<file path="config.mk">
export PLATFORM = sky130hd
export DESIGN_NAME = dlfloat_operand_loader
export DESIGN_NICKNAME = d
export VERILOG_FILES = /design/src/rtl/dlfloat_operand_loader.sv
export SDC_FILE = /design/constraint.sdc
export NUM_CORES = 1
export LEC_CHECK = 0
export ABC_AREA = 1
export CAP_MARGIN = 0
export CORE_AREA = 2 2 140 211
export DETAILED_ROUTE_END_ITERATION = 8
export DIE_AREA = 0 0 142 213
export GPL_TIMING_DRIVEN = 0
export MAX_ROUTING_LAYER = met4
export PLACE_DENSITY_LB_ADDON = 0.2
export SLEW_MARGIN = 20
export SYNTH_ARGS = -nofsm -noshare
export SYNTH_HDL_FRONTEND = slang
export SYNTH_SLANG_ARGS = --single-unit
</file>
<file path="constraint.sdc">
create_clock -name clk -period 4.69 [get_ports clk]
set_input_delay 0.469 -clock clk [delete_from_list [all_inputs] [get_ports clk]]
set_output_delay 0.469 -clock clk [all_outputs]
set_load 0.01 [all_outputs]
</file>
<file path="src/rtl/dlfloat_operand_loader.sv">
// rtl/dlfloat_operand_loader.sv - byte-to-operand-pair assembler with FWFT pair FIFO for the DLFloat16 MAC
// Optional per-entry special flags on op_special: define DLF_LOADER_SPECIAL_EN.
module dlfloat_operand_loader #(
    parameter int DEPTH          = 4,
    parameter bit BYTE_LSB_FIRST = 1'b1
) (
    input  logic                     clk,
    input  logic                     rst_n,
    input  logic                     flush,
    input  logic [7:0]               in_byte,
    input  logic                     in_valid,
    output logic                     in_ready,
    output logic [15:0]              op_a,
    output logic [15:0]              op_b,
    output logic                     op_valid,
    input  logic                     op_ready,
    output logic [$clog2(DEPTH):0]   count,
`ifdef DLF_LOADER_SPECIAL_EN
    output logic [1:0]               op_special,
`endif
    output logic [7:0]               pair_cnt
);

    localparam int PW = $clog2(DEPTH);
    localparam int CW = PW + 1;
    localparam logic [CW-1:0] FULL = CW'(DEPTH);

    typedef enum logic [1:0] {S_A0, S_A1, S_B0, S_B1} state_e;

    state_e          state_q, state_d;
    logic [15:0]     a_q, a_d;
    logic [15:0]     b_q, b_d;
    logic [PW-1:0]   wr_ptr_q, rd_ptr_q;
    logic [CW-1:0]   count_q, count_d;
    logic [7:0]      pair_cnt_q;

    logic [15:0]     mem_a [DEPTH];
    logic [15:0]     mem_b [DEPTH];
`ifdef DLF_LOADER_SPECIAL_EN
    logic [1:0]      mem_sp [DEPTH];
    logic [1:0]      sp_push;
`endif

    logic            accept, push, pop;
    logic [15:0]     b_full;

    // Places a byte into the half of the operand selected by its position and the byte order.
    function automatic logic [15:0] put_byte(input logic [15:0] w, input logic [7:0] byt,
                                             input logic first);
        logic [15:0] r;
        r = w;
        if (first == BYTE_LSB_FIRST) r[7:0]  = byt;
        else                          r[15:8] = byt;
        return r;
    endfunction

    assign in_ready = (state_q != S_B1) || (count_q != FULL);
    assign accept   = in_valid && in_ready;
    assign push     = accept && (state_q == S_B1);
    assign op_valid = (count_q != '0);
    assign pop      = op_valid && op_ready;
    assign b_full   = put_byte(b_q, in_byte, 1'b0);

    assign op_a     = op_valid ? mem_a[rd_ptr_q] : 16'h0000;
    assign op_b     = op_valid ? mem_b[rd_ptr_q] : 16'h0000;
    assign count    = count_q;
    assign pair_cnt = pair_cnt_q;

`ifdef DLF_LOADER_SPECIAL_EN
    assign sp_push    = {(a_q == 16'hFFFF) || (b_full == 16'hFFFF),
                         (a_q == 16'h0000) || (b_full == 16'h0000)};
    assign op_special = op_valid ? mem_sp[rd_ptr_q] : 2'b00;
`endif

    always_comb begin
        state_d = state_q;
        a_d     = a_q;
        b_d     = b_q;
        if (accept) begin
            unique case (state_q)
                S_A0: begin a_d = put_byte(a_q, in_byte, 1'b1); state_d = S_A1; end
                S_A1: begin a_d = put_byte(a_q, in_byte, 1'b0); state_d = S_B0; end
                S_B0: begin b_d = put_byte(b_q, in_byte, 1'b1); state_d = S_B1; end
                S_B1: begin state_d = S_A0; end
                default: state_d = S_A0;
            endcase
        end
    end

    always_comb begin
        count_d = count_q;
        unique case ({push, pop})
            2'b10:   count_d = count_q + 1'b1;
            2'b01:   count_d = count_q - 1'b1;
            default: count_d = count_q;
        endcase
    end

    always_ff @(posedge clk or negedge rst_n) begin
        if (!rst_n) begin
            state_q    <= S_A0;
            a_q        <= '0;
            b_q        <= '0;
            wr_ptr_q   <= '0;
            rd_ptr_q   <= '0;
            count_q    <= '0;
            pair_cnt_q <= '0;
        end else if (flush) begin
            state_q    <= S_A0;
            a_q        <= '0;
            b_q        <= '0;
            wr_ptr_q   <= '0;
            rd_ptr_q   <= '0;
            count_q    <= '0;
            pair_cnt_q <= '0;
        end else begin
            state_q <= state_d;
            a_q     <= a_d;
            b_q     <= b_d;
            count_q <= count_d;
            if (push) begin
                wr_ptr_q   <= wr_ptr_q + 1'b1;
                pair_cnt_q <= pair_cnt_q + 8'd1;
            end
            if (pop) rd_ptr_q <= rd_ptr_q + 1'b1;
        end
    end

    // Storage needs no reset: reads are gated by count, which is reset.
    always_ff @(posedge clk) begin
        if (push && !flush) begin
            mem_a[wr_ptr_q]  <= a_q;
            mem_b[wr_ptr_q]  <= b_full;
`ifdef DLF_LOADER_SPECIAL_EN
            mem_sp[wr_ptr_q] <= sp_push;
`endif
        end
    end

endmodule

</file>
==> results.cfg, run 1 <==
[worst_setup_path]
path_cells = inv_2 > buf_2 > clkbuf_1 > o21ai_0 > a21oi_1 > clkdlybuf4s50_1
critPathArrivalTime_ns = 2.71
crit_family = buffers and inverters
critical-path-max-stage-delay_ns = 0.58
worstPathRequired_ns = 4.22
reg2reg_depth = 6
startpoint_type = flip-flop
end_kind = primary output
worstReg2RegStart = state_q[1]$_DFFE_PN0P_
rrSetupSlack_ns = 2.31
cp_slowest_cell = clkdlybuf4s50_1
r2r-end = mem_a[2][9]$_DFFE_PP_
worstSetupPathType = reg -> out
crit_fanout = 10
cp_num_cells = 6
path_buf_inv = 4

[global_routing]
grt_max_degree = 25
grt_pass1_wl_um = 28300
antenna_found_initial = 1
gr-total-overflow = 0
track_usage_pct = 13.2
grt_pass1_vias = 4720

[floorplan]
initial_core_util_pct = 24.7
dieHeight_um = 213
rows = 76
ios = 58
die_area_sq_mm = 0.0302
die_x_um = 142
core_sq_mm = 0.0284

[clock_network]
cts.clk_slew.worst_paths_ns = 0.07
cts.htree.levels = 4
post_cts_resized = 0
cts_tree = built
numCtsBuffers = 17
worstSkewPairLatency_ns = 0.44
root_buffer = clkbuf_16
cts.path.max_buffers = 2
clkSinkCount = 169

[detailed_routing]
vias = 4611
wl_per_cell_um = 17.4
wl_met2_um = 9610
top_layer_used = met4
drt_iter0_drc = 235
met1_length_um = 7830
drc_errors = 0
ant_nets = 0
dr_wl_met3_um = 632
routed_wl_um = 18400
first_pass_iters = 4
via_per_inst = 4.37

[logic_synthesis]
synth_nets = 633
synth_enable_flop_cells = 128
synth_ff_type = edfxtp_1
yosysWarnings = 0
synth_area_per_cell_sq_um = 11.5
yosys_register_bits = 169
synth_area_sq_mm = 0.00702
netlist-cell-type-count = 33
synthArstFlopShare_pct = 24.3
netlist_instances = 609
synth-seq-area-share_pct = 69.4

[sta]
fin_crit_sh_pct = 67.9
hold_viol = 0
worstMarginPinSlew_ns = 0.758
report.final.slew_viol_count = 0
setup_viol = 0
skew_ns = 0.0122
fmax_ghz = 0.314
finalWorstPathRequiredPeriod_ns = 3.18
max-slew-margin-rel_pct = 49.3
rsz0062_at_grt = false

[power_and_ir_drop]
p_per_area_mw_per_mm2 = 483
p_leak_nw = 3.22
ir_drop_v = 0.000242
p_total_mw = 4.23

[final_layout]
drive_gt1_share_pct = 10.9
nNetsFinal = 715
area_growth_pct = 24.7
design_area_sq_mm = 0.00875

[placed_design]
numPortBuffers = 57
post-dp-hpwl_um = 12100
placed_area_sq_mm = 0.00818
gp_congestion = 0.769

[status]
status = finished, final reports clean

[run]
drv_cap = 0

[hold_path]
min_path_type = in -> async
registers in the layout, indices dropped and copies added, names as in the netlist:
signal    cells
mem_a        64
state_q       2
mem_b        64
wr_ptr_q      2
count         3
rd_ptr_q      2
a_q          16
b_q           8
pair_cnt      8
cell type report:
| class | count | area, sq um |
|---|---|---|
| Clock buffer | 22 | 464 |
| Antenna cell | 1 | 2.50 |
| Fill cell | 2899 | 19700 |
| Inverter | 31 | 116 |
| Multi-Input combinational cell | 378 | 1890 |
| Buffer | 31 | 169 |
| Clock inverter | 10 | 100 |
| Tap cell | 351 | 439 |
| Sequential cell | 169 | 4870 |
| Timing Repair Buffer | 63 | 698 |
metal layers:
layer | global-route usage (%) | vias up
met2 | 23.0 | 70
met4 | 4.55 | 0
met5 | - | -
met3 | 2.94 | 18
li1 | - | 2273
met1 | 15.0 | 2250
logic make-up (layout without fill, tap and decap cells):
family	count (synthesis)	in the layout	synth area share (%)
simple gates	226	226	13.8
flops	169	169	69.4
compound gates	139	139	10.4
buf+inv	62	157	4.06
fa+ha+maj	11	11	2.07
xor+xnor	2	2	0.250
other cells	0	1	0
through the flow:
stage,hold slack (ns),worst slack (ns),cells,setup TNS [ns],util [%]
6_report,0.512,1.51,1056,0,30.8
5_1_grt,0.539,1.37,1056,0,30.8
4_1_cts,0.513,1.45,1055,0,30.8
3_5_place_dp,0.453,1.78,1022,0,28.8
3_3_place_gp,0.503,-0.159,1017,-11.53,28.2
2_1_floorplan,0.173,1.91,609,0,-
cells in the mapped netlist (10+ instances only):
library cell  number  share of area, %
buf_2             12              0.86
dfrtp_1           41                15
nand3_1           24               1.7
a21oi_1           34               2.4
inv_1             24               1.3
clkbuf_1          12              0.64
nand2_1           44               2.4
ha_1              10               1.8
o21ai_0           93               6.6
edfxtp_1         128                55
nor2_1           138               7.4
cells in the final DEF (no fill, tap or decap), types with 10 or more instances in the layout:
cell type / synthesis / final
buf_2: 12 / 13
a21oi_1: 34 / 34
dfrtp_1: 41 / 41
o21ai_0: 93 / 93
clkdlybuf4s50_1: 0 / 56
clkbuf_16: 0 / 17
nand3_1: 24 / 24
edfxtp_1: 128 / 128
nor2_1: 138 / 134
ha_1: 10 / 10
inv_1: 24 / 24
nand2_1: 44 / 44
clkbuf_1: 12 / 15
power by group:
group	switching (mW)	internal, mW	leakage, nW	total, mW
combinational	0.674	0.495	1.19	1.17
sequential	0.0480	1.65	1.75	1.70
clock	0.555	0.803	0.280	1.36
total	1.28	2.95	3.22	4.23
how the worst max path moves through the flow:
stage | startpoint | endpoint | slack, ns
CTS | rd_ptr_q[0]$_DFFE_PN0P_ | op_b[11] | 1.45
finish | rd_ptr_q[0]$_DFFE_PN0P_ | op_b[11] | 1.51
floorplan | count[0]$_DFFE_PN0P_ | mem_a[0][0]$_DFFE_PP_ | 1.91
global route | rd_ptr_q[0]$_DFFE_PN0P_ | op_b[11] | 1.37
detailed placement | flush | mem_a[2][9]$_DFFE_PP_ | 1.78
global placement | flush | mem_a[1][9]$_DFFE_PP_ | -0.16
timing repair:
action / in CTS / in global routing
hold endpoints to repair: 17 / 0
endpoints found under the setup margin: 0 / 0
setup buffers: 0 / 0
hold buffers: 1 / 0
Power figures use the tool's default switching activity.
==> inputs of run 2 (changes only) <==
- clock period: 4.69 -> 2.81 ns (I/O delays scaled with it)
==> results.cfg, run 2 (same netlist as run 1, synthesis figures left out) <==
[power_and_ir_drop]
p_sw_mw = 2.12
p_leak_nw = 3.24
seqPwrFrac_pct = 40.1
clockPowerShare_pct = 31.9
p_total_mw = 7.08
sw_frac_of_total_pct = 30.0
ir_drop_v = 0.000412
p_per_area_mw_per_mm2 = 806
power_frac_comb_pct = 28.0
internal-power_mw = 4.96

[placed_design]
gp_congestion = 0.769
post-dp-hpwl_um = 12100
dp_slack_ns = 0.0852
numPlacedInstances = 1022
numPortBuffers = 57
placed_area_sq_mm = 0.00818

[detailed_routing]
drt_iter0_drc = 270
ant_nets = 0
wl_per_cell_um = 17.4
via_per_inst = 4.36
vias = 4603
first_pass_iters = 4
drc_errors = 0
routed_wl_um = 18300

[sta]
worst_slack_ns = 0.122
report.final.slew_viol_count = 0
tns_ns = 0
finalWorstPathRequiredPeriod_ns = 2.69
fin_crit_sh_pct = 95.6
max-slew-margin-rel_pct = 48.8
whs_ns = 0.331
fmax_ghz = 0.372
hold_viol = 0
skew_ns = 0.00900
setup_viol = 0
worstMarginPinSlew_ns = 0.766

[floorplan]
rows = 76
initial_core_util_pct = 24.7
dieHeight_um = 213
ios = 58
die_x_um = 142
die_area_sq_mm = 0.0302
core_sq_mm = 0.0284

[worst_setup_path]
end_kind = primary output
worstSetupPathType = reg -> out
path_cells = inv_2 > buf_2 > clkbuf_4 > o21ai_0 > a21oi_1 > clkdlybuf4s50_1
cp_slowest_cell = clkdlybuf4s50_1
reg2reg_depth = 6
worstReg2RegStart = state_q[1]$_DFFE_PN0P_
crit_fanout = 10
critical-path-max-stage-delay_ns = 0.60
startpoint_type = flip-flop
rrSetupSlack_ns = 0.43
critPathArrivalTime_ns = 2.41
cp-endpoint = op_b[15]
worstPathRequired_ns = 2.53
r2r-end = mem_a[2][9]$_DFFE_PP_
crit_start = rd_ptr_q[0]$_DFFE_PN0P_

[clock_network]
worstSkewPairLatency_ns = 0.43
root_buffer = clkbuf_16
cts.htree.levels = 4
numCtsBuffers = 17
cts_tree = built
cts.clk_slew.worst_paths_ns = 0.07
clkSinkCount = 169
cts.path.max_buffers = 2
cts_setup_buffers = 0

[run]
drv_cap = 0

[final_layout]
final_cells = 1056
nFillCells = 2898
area_growth_pct = 25.2
final_cell_mix = 134 x nor2_1, 128 x edfxtp_1, 93 x o21ai_0, 56 x clkdlybuf4s50_1, 44 x nand2_1
nNetsFinal = 715
top_regs = mem_a x64, mem_b x64, a_q x16
final_common_cell = nor2_1
design_area_sq_mm = 0.00878
utilization_pct = 30.9
drive_gt1_share_pct = 12.5

[status]
status = finished, final reports clean

[global_routing]
track_usage_pct = 13.2
gr-total-overflow = 0
grt_pass1_wl_um = 28300
antenna_found_initial = 1
grt_pass1_vias = 4720
grt_max_degree = 25

[hold_path]
min_path_type = in -> async
## run 2: worst min-delay path by stage
stage	slack [ns]	to	from	cells past startpoint
2_1_floorplan	-0.01	a_q[0]$_DFFE_PN0P_	rst_n	0
3_3_place_gp	0.50	mem_a[3][0]$_DFFE_PP_	a_q[0]$_DFFE_PN0P_	0
3_5_place_dp	0.27	pair_cnt[2]$_DFFE_PN0P_	rst_n	1
4_1_cts	0.32	pair_cnt[4]$_DFFE_PN0P_	rst_n	2
5_1_grt	0.35	pair_cnt[4]$_DFFE_PN0P_	rst_n	2
6_report	0.33	pair_cnt[4]$_DFFE_PN0P_	rst_n	2
## run 2: routing by layer
| layer | vias to the layer above | GRT usage, % | part of all wire [%] |
|---|---|---|---|
| met5 | - | - | 0 |
| met4 | 0 | 4.55 | 1.5 |
| met3 | 15 | 2.94 | 3.6 |
| met2 | 80 | 23.0 | 53 |
| met1 | 2232 | 15.0 | 42 |
| li1 | 2276 | - | - |
## run 2: timing repair
item,in CTS,in global routing
resized for setup,5,19
endpoints found under the setup margin,31,22
endpoints found under the hold margin,17,0
hold buffers,1,0
## run 2: layout make-up
type                       instances  area [sq um]  share of cell area, %
timing repair buffer              63           698                   7.95
clock inverter                    10           100                   1.14
antenna                            1          2.50                 0.0285
sequential                       169          4870                   55.5
buffer                            31           194                   2.21
multi-input combinational        378          1900                   21.6
clock buffer                      22           464                   5.28
tap                              351           439                   5.00
inverter                          31           116                   1.32
## run 2: worst max-delay path: cells and delay by family, from the launching register on
kind                   cells  cell delay [ns]
AOI/OAI and AO/OA          2             0.39
buffers and inverters      4             1.19
DFF                        1             0.40
## run 2: power groups by stage
stage	sequential [mW]	combinational, mW	clock, mW
final	2.84	1.98	2.26
after CTS	2.84	2.01	2.32
after global placement	2.89	1.99	0
after detailed placement	2.89	1.99	0
after floorplan	2.87	0.935	0
after global routing	2.85	2.17	2.41
